[config.mk]
export PLATFORM = sky130hd
export DESIGN_NAME = fetch_unit_flat
export DESIGN_NICKNAME = d
export VERILOG_FILES = /design/src/rtl/scu_pkg.sv /design/src/rtl/fetch_unit_if.sv /design/src/rtl/fetch_unit.sv /design/src/flat_wrapper.sv
export SDC_FILE = /design/constraint.sdc
export NUM_CORES = 1
export LEC_CHECK = 0
export ABC_AREA = 1
export CORE_MARGIN = 5
export CORE_UTILIZATION = 35
export CTS_CLUSTER_DIAMETER = 200
export DETAILED_ROUTE_END_ITERATION = 16
export GPL_ROUTABILITY_DRIVEN = 0
export PLACE_DENSITY = 0.68
export REMOVE_ABC_BUFFERS = 1
export SLEW_MARGIN = 20
export SYNTH_ARGS = -nofsm -noshare
export SYNTH_HDL_FRONTEND = slang
export SYNTH_SLANG_ARGS = --single-unit
[constraint.sdc]
create_clock -name clock -period 1.6 [get_ports clock]
set_input_delay 0.48 -clock clock [delete_from_list [all_inputs] [get_ports clock]]
set_output_delay 0.48 -clock clock [all_outputs]
set_load 0.005 [all_outputs]
[src/rtl/scu_pkg.sv]
// Shared SCU ISA constants used by the fetch stage: NOP encoding,
// opcode field position and the word-address width helper.
package scu_pkg;

  localparam logic [31:0] NOP_INSTR  = 32'h0000_0000;
  localparam int          OPCODE_MSB = 31;
  localparam int          OPCODE_LSB = 28;

  typedef logic [OPCODE_MSB-OPCODE_LSB:0] opcode_t;

  function automatic opcode_t opcode_of(input logic [31:0] instr);
    return instr[OPCODE_MSB:OPCODE_LSB];
  endfunction

  // Bits needed to index a power-of-two instruction memory (at least 1).
  function automatic int addr_width(input int depth);
    return (depth > 1) ? $clog2(depth) : 1;
  endfunction

endpackage

[src/rtl/fetch_unit_if.sv]
// Pipeline-side and memory-side signals of the fetch stage.
// The slave modport is the fetch_unit view; master is the environment view.
interface fetch_unit_if;

  logic        stall;
  logic        redirect_valid;
  logic [31:0] redirect_target;
  logic [31:0] imem_address;
  logic [31:0] imem_instr;
  logic [31:0] if_instr;
  logic [31:0] if_pc;
  logic        if_valid;
  logic [31:0] fetch_count;
  logic [31:0] squash_count;

  modport slave (
    input  stall, redirect_valid, redirect_target, imem_instr,
    output imem_address, if_instr, if_pc, if_valid, fetch_count, squash_count
  );

  modport master (
    output stall, redirect_valid, redirect_target, imem_instr,
    input  imem_address, if_instr, if_pc, if_valid, fetch_count, squash_count
  );

endinterface

[src/rtl/fetch_unit.sv]
// Instruction-fetch stage: owns the PC, pairs each returned memory word with
// its PC and valid flag, and handles stall hold, redirect squash and PC wrap.
module fetch_unit
  import scu_pkg::*;
#(
  parameter logic [31:0] RESET_PC   = 32'd0,
  parameter int          IMEM_DEPTH = 256
) (
  input  logic         clock,
  input  logic         reset_n,
  fetch_unit_if.slave  bus
);

  localparam int            AW      = addr_width(IMEM_DEPTH);
  localparam logic [AW-1:0] PC_INIT = RESET_PC[AW-1:0];

  logic [AW-1:0] pc_q,          pc_d;
  logic [AW-1:0] slot_pc_q,     slot_pc_d;
  logic          slot_valid_q,  slot_valid_d;
  logic          held_q,        held_d;
  logic [31:0]   held_instr_q,  held_instr_d;
  logic [31:0]   fetch_count_q, fetch_count_d;
  logic [31:0]   squash_count_q, squash_count_d;

  logic          unused_target_bits;
  logic [31:0]   slot_instr;

  // Target bits above the memory index are intentionally discarded.
  if (AW < 32) begin : g_unused_target
    assign unused_target_bits = ^bus.redirect_target[31:AW];
  end else begin : g_no_unused_target
    assign unused_target_bits = 1'b0;
  end

  always_comb begin
    pc_d           = pc_q;
    slot_pc_d      = slot_pc_q;
    slot_valid_d   = slot_valid_q;
    held_d         = held_q;
    held_instr_d   = held_instr_q;
    fetch_count_d  = fetch_count_q;
    squash_count_d = squash_count_q;

    if (bus.redirect_valid) begin
      pc_d         = bus.redirect_target[AW-1:0];
      slot_valid_d = 1'b0;
      held_d       = 1'b0;
      if (slot_valid_q) begin
        squash_count_d = squash_count_q + 32'd1;
      end
    end else if (bus.stall) begin
      // The memory keeps reading every edge and would move on to pc; latch
      // the word of the stalled slot on the first stall edge so it holds.
      if (!held_q) begin
        held_d       = 1'b1;
        held_instr_d = bus.imem_instr;
      end
    end else begin
      slot_pc_d    = pc_q;
      pc_d         = pc_q + 1'b1;
      slot_valid_d = 1'b1;
      held_d       = 1'b0;
      if (slot_valid_q) begin
        fetch_count_d = fetch_count_q + 32'd1;
      end
    end
  end

  always_ff @(posedge clock or negedge reset_n) begin
    if (!reset_n) begin
      pc_q           <= PC_INIT;
      slot_pc_q      <= '0;
      slot_valid_q   <= 1'b0;
      held_q         <= 1'b0;
      held_instr_q   <= NOP_INSTR;
      fetch_count_q  <= '0;
      squash_count_q <= '0;
    end else begin
      pc_q           <= pc_d;
      slot_pc_q      <= slot_pc_d;
      slot_valid_q   <= slot_valid_d;
      held_q         <= held_d;
      held_instr_q   <= held_instr_d;
      fetch_count_q  <= fetch_count_d;
      squash_count_q <= squash_count_d;
    end
  end

  assign slot_instr       = held_q ? held_instr_q : bus.imem_instr;
  assign bus.imem_address = 32'(pc_q);
  assign bus.if_pc        = 32'(slot_pc_q);
  assign bus.if_valid     = slot_valid_q;
  assign bus.if_instr     = slot_valid_q ? slot_instr : NOP_INSTR;
  assign bus.fetch_count  = fetch_count_q;
  assign bus.squash_count = squash_count_q;

endmodule

[src/flat_wrapper.sv]
// flat-port wrapper written by rule: the top's interface ports become plain ports
module fetch_unit_flat import scu_pkg::*;
#(
  parameter logic [31:0] RESET_PC   = 32'd0,
  parameter int          IMEM_DEPTH = 256
)
  (clock, reset_n, bus_stall, bus_redirect_valid, bus_redirect_target, bus_imem_instr, bus_imem_address, bus_if_instr, bus_if_pc, bus_if_valid, bus_fetch_count, bus_squash_count);
  fetch_unit_if bus_i ();
  input  logic clock;
  input  logic reset_n;
  input wire logic [$bits(bus_i.stall)-1:0] bus_stall;
  input wire logic [$bits(bus_i.redirect_valid)-1:0] bus_redirect_valid;
  input wire logic [$bits(bus_i.redirect_target)-1:0] bus_redirect_target;
  input wire logic [$bits(bus_i.imem_instr)-1:0] bus_imem_instr;
  output wire logic [$bits(bus_i.imem_address)-1:0] bus_imem_address;
  output wire logic [$bits(bus_i.if_instr)-1:0] bus_if_instr;
  output wire logic [$bits(bus_i.if_pc)-1:0] bus_if_pc;
  output wire logic [$bits(bus_i.if_valid)-1:0] bus_if_valid;
  output wire logic [$bits(bus_i.fetch_count)-1:0] bus_fetch_count;
  output wire logic [$bits(bus_i.squash_count)-1:0] bus_squash_count;
  assign bus_i.stall = bus_stall;
  assign bus_i.redirect_valid = bus_redirect_valid;
  assign bus_i.redirect_target = bus_redirect_target;
  assign bus_i.imem_instr = bus_imem_instr;
  assign bus_imem_address = bus_i.imem_address;
  assign bus_if_instr = bus_i.if_instr;
  assign bus_if_pc = bus_i.if_pc;
  assign bus_if_valid = bus_i.if_valid;
  assign bus_fetch_count = bus_i.fetch_count;
  assign bus_squash_count = bus_i.squash_count;
  fetch_unit #(.RESET_PC(RESET_PC), .IMEM_DEPTH(IMEM_DEPTH)) u_core (.clock(clock), .reset_n(reset_n), .bus(bus_i));
endmodule
==> flow_summary.ini, run 1 <==
[run_status]
outcome = complete, but fails checks
violations_in_the_final_reports = setup timing

[pwr]
worst_ir_drop_vdd_uv = 687.9
power.switching_fraction = 0.2588
seq_power_share = 0.380
power.switching_mw = 2.321
power.leakage_nw = 5.009
power_per_cell_area_mw_per_mm2 = 921.0
total_power_mw = 8.968
power_report.internal_total_mw = 6.647
pwr-share-clk = 0.429
combPwrFrac = 0.192

[sta]
setup_ws_ps = -485.6
max_freq_mhz = 479.5
fin_setup_tns_ps = -12860
min_period_ps = 2086
hold_viol = 0
setup_violations = 32
final_cycle_utilization_of_the_critical_path = 1.304
clock-skew-final_ps = 8.073
final_slew_violations = 0
grt_setup_unrepaired = true
hold_ws_ps = 476.3

[routing]
top_layer = met4
vias_per_instance = 4.556
dr_wl_met3_um = 746
drt_iter0_markers = 334
routedWlPerCell_um = 14.10
route.met2.wl_um = 9358
wirelength_um = 18250
drc = 0
tritonroute_pass_1_iters = 5
route.vias.total = 5896
drt-met1-wl_um = 7846
detail-route-antenna-nets = 0

[global_routing]
groute.usage.overall = 0.1747
grt_first_pass_wirelength_um = 28380
via_count_of_the_first_global_routing_pass = 5479
antenna_found_initial = 0
largest_net_degree_at_the_start_of_global_routing = 67
grt-ovfl-total = 0

[layout]
antennaDiodeCount = 0
nets = 1128
drive_above_1_share = 0.2760
sequential_cell_area_sq_mm = 0.002863
final_core_utilization = 0.5611
filler_cell_count = 1556
area.growth.synth_to_final_pct = 56.69
multi_input_comb_area_sq_mm = 0.003126

[worst_setup_path]
cp_data_arrival_time_ps = 1610
rr_worst_depth = 9
cp-end-kind = output port
worst-path-max-fanout = 4
setup.worst_path.start = u_core.held_q
crit_path_class = flop to output port
worstPathRequired_ps = 1120
rr_startpoint = u_core.bus.fetch_count[14]
worstSetupStartpointType = flop

[floorplanning]
start_util = 0.3581
fp.dieW_um = 143.3
die_h_um = 143.3
die_area_sq_mm = 0.02052
std_cell_rows = 48
std_cell_core_area_sq_mm = 0.01736
design.portCount = 229

[yosys]
synth.avg_cell_area_sq_um = 8.242
synth_seq_cells = 114
synth.yosys.warnings = 0
post_synth_inst_count = 754
syn_area_sq_mm = 0.006215
synthDistinctLibCells = 33
seq_area_frac_synth = 0.4590

[place]
hpwl_dp_um = 12360
numPortBuffers = 156

[hold_path]
min_path_type = flop to flop
hold_depth = 2
holdCritStartpoint = u_core.slot_pc_q[3]

[clocking]
clock_tree.htree_level_count = 4
tritoncts.num_buffers = 17
clk_lat_worst_skew_ps = 400
clk_root_buffer_cell = clkbuf_16
tritoncts = built
clk_path_buf_depth = 2
clock_pin_slew_on_the_worst_setup_and_hold_paths_ps = 50
clkSinkCount = 114

[flow_run]
maxCapViolations = 0
[cell usage after synthesis (all sizes together)]
master,number,area (sq um)
dfrtp,114,2853
o211ai,2,15.01
o21ai,36,180.2
nand3b,5,37.54
inv,72,270.3
a21oi,2,10.01
nor3,16,106.4
o2111ai,3,26.28
o311ai,1,8.760
buf,60,434.2
xnor2,18,165.2
a22o,1,8.760
nor2,103,429.2
xor2,24,210.2
o221ai,1,8.760
ha,3,37.54
nand3,45,225.2
clkbuf,8,30.03
o21bai,2,15.01
conb,1,3.750
mux2i,32,320.3
nand4,17,106.4
nand2,188,713.2
[repair_timing]
action / in CTS / in global routing
pin swaps: 13 / 16
hold buffers: 1 / 0
resized for setup: 272 / 69
buffers inserted: 69 / 17
endpoints found under the setup margin: 150 / 79
hold endpoints to repair: 17 / 0
cloned: 3 / 0
[layer usage]
layer  track usage  up-vias
met5             0        -
met4       0.06987        0
met3       0.03349       19
met2        0.2923      152
met1        0.2232     2796
li1              -     2929
[critical path, cell delays in order (launching register included)]
cell,delay (ps)
dfrtp_2,440
buf_12,140
buf_8,120
buf_6,120
mux2i_2,180
nor2_1,70
buf_2,130
[through the flow]
| stage | cell area [sq um] | worst slack [ps] | cells |
|---|---|---|---|
| 2_1_floorplan | 5927 | -462.6 | 733 |
| 3_3_place_gp | 8314 | -530.8 | 1175 |
| 3_5_place_dp | 8314 | -576.5 | 1175 |
| 4_1_cts | 9375 | -519.4 | 1279 |
| 5_1_grt | 9738 | -551.2 | 1294 |
| 6_report | 9738 | -485.6 | 1294 |
[cell families after synthesis]
kind of cell / synth area share
multiplexers: 0.05154
XOR/XNOR: 0.06040
buffers and inverters: 0.1182
adder cells (fa/ha/maj): 0.006041
AO/OA/AOI/OAI: 0.04389
AND/OR/NAND/NOR: 0.2603
other: 0.0006034
flip-flops: 0.4590
[power groups by stage]
stage	sequential, mW	combinational [mW]	clock [mW]
finish	3.40	1.72	3.85
CTS	3.38	1.49	3.93
global placement	3.46	1.40	0
floorplan	3.45	0.491	0
detailed placement	3.46	1.43	0
global route	3.44	1.91	4.07
[flip-flops by register name, summed over array words and instances (netlist names)]
register / flops
u_core.bus.squash_count: 32
u_core.pc_q: 8
u_core.bus.fetch_count: 32
u_core.held_instr_q: 32
u_core.slot_pc_q: 8
u_core.bus.if_valid: 1
u_core.held_q: 1
[final cells by class]
| type | count | share of cell area |
|---|---|---|
| Sequential cell | 114 | 0.2940 |
| Tap cell | 225 | 0.02891 |
| Multi-Input combinational cell | 548 | 0.3210 |
| Clock inverter | 10 | 0.01362 |
| Clock buffer | 21 | 0.04831 |
| Inverter | 72 | 0.02775 |
| Timing Repair Buffer | 304 | 0.2665 |
[final timing paths]
path,end,slack (ps)
min,u_core.slot_pc_q[3],480
min reg2reg,u_core.slot_pc_q[3],480
min in group asynchronous,u_core.held_instr_q[0],500
max in group asynchronous,u_core.bus.squash_count[11],560
max,bus_if_instr[31],-490
max reg2reg,u_core.bus.fetch_count[21],80
[layout by cell type (no fill, tap or decap), types with 4 or more instances in the layout]
cell             count
nor2_4              11
nand3_2              6
inv_1               69
buf_4              127
buf_2               34
mux2i_2             16
nor2_1              82
mux2i_4              6
nor2_2              11
xnor2_1             17
nand2_1            180
nand3_1             37
mux2i_1             10
nand4_1             17
nand2_2              7
dfrtp_2              8
nor3_1              11
clkbuf_16           17
xor2_1              24
nand3b_1             5
conb_1              48
dfrtp_1            106
clkdlybuf4s15_1     13
buf_12               8
o21ai_0             36
buf_6                9
clkinv_2             4
dlygate4sd2_1       63
clkdlybuf4s50_1     41
Note: power is estimated with default switching activity, not from simulation.
==> run 2, diff against run 1 <==
--- a/config.mk
+++ b/config.mk
@@ -6,7 +6,6 @@
 export NUM_CORES = 1
 export LEC_CHECK = 0
 export ABC_AREA = 1
-export CORE_MARGIN = 5
 export CORE_UTILIZATION = 35
 export CTS_CLUSTER_DIAMETER = 200
 export DETAILED_ROUTE_END_ITERATION = 16
==> run 2 against run 1 <==
The run still ends with setup timing left; die area fell by 11%; via count rose by 0.92%; global-route usage rose by 1.5 points; sequential cell count did not move; fmax rose by 0.90%; count of clock-buffer cells in the layout rose by 2; largest power group unchanged; largest cell class unchanged.
==> flow_summary.ini, run 2 (synthesized netlist as in run 1, its figures left out) <==
[worst_setup_path]
rr_worst_depth = 9
worstPathRequired_ps = 1120
cp_data_arrival_time_ps = 1590
setup.worst_path.start = u_core.held_q
worst-path-max-fanout = 7
reg_to_reg_setup_timing_slack_ps = 70
rr_startpoint = u_core.bus.squash_count[12]
worstSetupStartpointType = flop
r2r-end = u_core.bus.squash_count[22]
crit_path_class = flop to output port
cp-end-kind = output port
worstSetupEndpoint = bus_if_instr[1]

[routing]
drc = 0
detail-route-antenna-nets = 0
wirelength_um = 17200
vias_per_instance = 4.605
tritonroute_pass_1_iters = 6
routedWlPerCell_um = 13.31
drt_iter0_markers = 399
route.vias.total = 5950

[sta]
setup_violations = 32
final_cycle_utilization_of_the_critical_path = 1.292
final_slew_violations = 0
min_period_ps = 2067
grt_setup_unrepaired = true
clock-skew-final_ps = 9.113
setup_ws_ps = -467.1
max_freq_mhz = 483.8
hold_viol = 0

[pwr]
total_power_mw = 9.371
power.leakage_nw = 5.025
power_per_cell_area_mw_per_mm2 = 960.9
worst_ir_drop_vdd_uv = 719.2

[layout]
sequential_cell_area_sq_mm = 0.002867
multi_input_comb_area_sq_mm = 0.003131
final_core_utilization = 0.5639
filler_cell_count = 1564
nets = 1125
drive_above_1_share = 0.2774
antennaDiodeCount = 0
mostFrequentLayoutCell = nand2_1
area.growth.synth_to_final_pct = 56.94
finish.cell_count_without_fillers = 1292
most-common-layout-cells = 184 x nand2_1, 126 x buf_4, 103 x dfrtp_1, 79 x nor2_1, 70 x inv_1

[floorplanning]
die_h_um = 135.3
std_cell_core_area_sq_mm = 0.01730
die_area_sq_mm = 0.01829
design.portCount = 229
std_cell_rows = 48
start_util = 0.3593
fp.dieW_um = 135.3

[run_status]
outcome = complete, but fails checks
violations_in_the_final_reports = setup timing

[clocking]
clock_tree.htree_level_count = 4
clk_root_buffer_cell = clkbuf_16
clock_pin_slew_on_the_worst_setup_and_hold_paths_ps = 60
clkSinkCount = 114
tritoncts = built
cts.hold.buffers_added = 0
clk_lat_worst_skew_ps = 410
tritoncts.num_buffers = 17
clk_path_buf_depth = 2

[place]
numPortBuffers = 156
hpwl_dp_um = 11280
place_inst = 1169

[global_routing]
groute.usage.overall = 0.1894
via_count_of_the_first_global_routing_pass = 5431
grt-ovfl-total = 0
largest_net_degree_at_the_start_of_global_routing = 67
grt_first_pass_wirelength_um = 27080
antenna_found_initial = 0

[flow_run]
maxCapViolations = 0

[hold_path]
min_path_type = input pin to async pin
run 2: worst max-delay path, stage by stage (launching register included):
cell and delay, ps:
dfrtp_2 440, buf_12 150, buf_12 150, mux2i_4 180, nor2_1 120, buf_2 130
run 2: power by group:
group	internal, mW	leakage, nW	switching [mW]
sequential	3.18	1.46	0.250
combinational	0.888	3.24	0.764
clock	2.97	0.325	1.33
total	7.03	5.03	2.34
run 2: stage by stage:
stage | area [sq um] | hold slack [ps] | TNS [ps] | worst slack, ps
global placement | 8282 | 465.4 | -54140 | -527.5
global route | 9753 | 94.34 | -14440 | -527.3
floorplan | 5927 | 184.4 | -30360 | -462.6
detailed placement | 8282 | 470.0 | -56160 | -559.1
CTS | 9425 | 74.97 | -12900 | -491.2
finish | 9753 | 68.55 | -12490 | -467.1
run 2: worst min-delay path by stage:
stage,startpoint,endpoint,slack [ps],cells past startpoint
CTS,reset_n,u_core.bus.fetch_count[26],70,2
global route,reset_n,u_core.bus.fetch_count[20],90,2
floorplan,reset_n,u_core.bus.fetch_count[0],180,0
global placement,u_core.slot_pc_q[5],u_core.slot_pc_q[5],470,2
finish,reset_n,u_core.bus.fetch_count[20],70,2
detailed placement,u_core.slot_pc_q[4],u_core.slot_pc_q[4],470,2
run 2: metal layers:
metal	global-route usage	vias up	part of all wire
met5	0	-	0
met4	0.06866	0	0.020
met3	0.03928	27	0.046
met2	0.3202	192	0.50
met1	0.2379	2810	0.43
li1	-	2921	-
run 2: layout make-up:
cell class	instances	area share
clock buffer	23	0.05106
clock inverter	9	0.01796
inverter	72	0.02771
multi-input combinational	548	0.3210
sequential	114	0.2939
tap	225	0.02886
timing repair buffer	301	0.2595
run 2: what timing repair did:
action / CTS / global route
pin swaps: 15 / 30
gates cloned: 3 / 0
setup buffers: 80 / 11
resized for setup: 259 / 70
setup endpoints to repair: 140 / 79
==> run 3, diff against run 2 <==
--- a/config.mk
+++ b/config.mk
@@ -8,6 +8,7 @@
 export ABC_AREA = 1
 export CORE_UTILIZATION = 35
 export CTS_CLUSTER_DIAMETER = 200
+export CTS_CLUSTER_SIZE = 28
 export DETAILED_ROUTE_END_ITERATION = 16
 export GPL_ROUTABILITY_DRIVEN = 0
 export PLACE_DENSITY = 0.68
==> results of run 3 <==
Same layout as run 2: the final DEF is identical, and so are final timing and power.
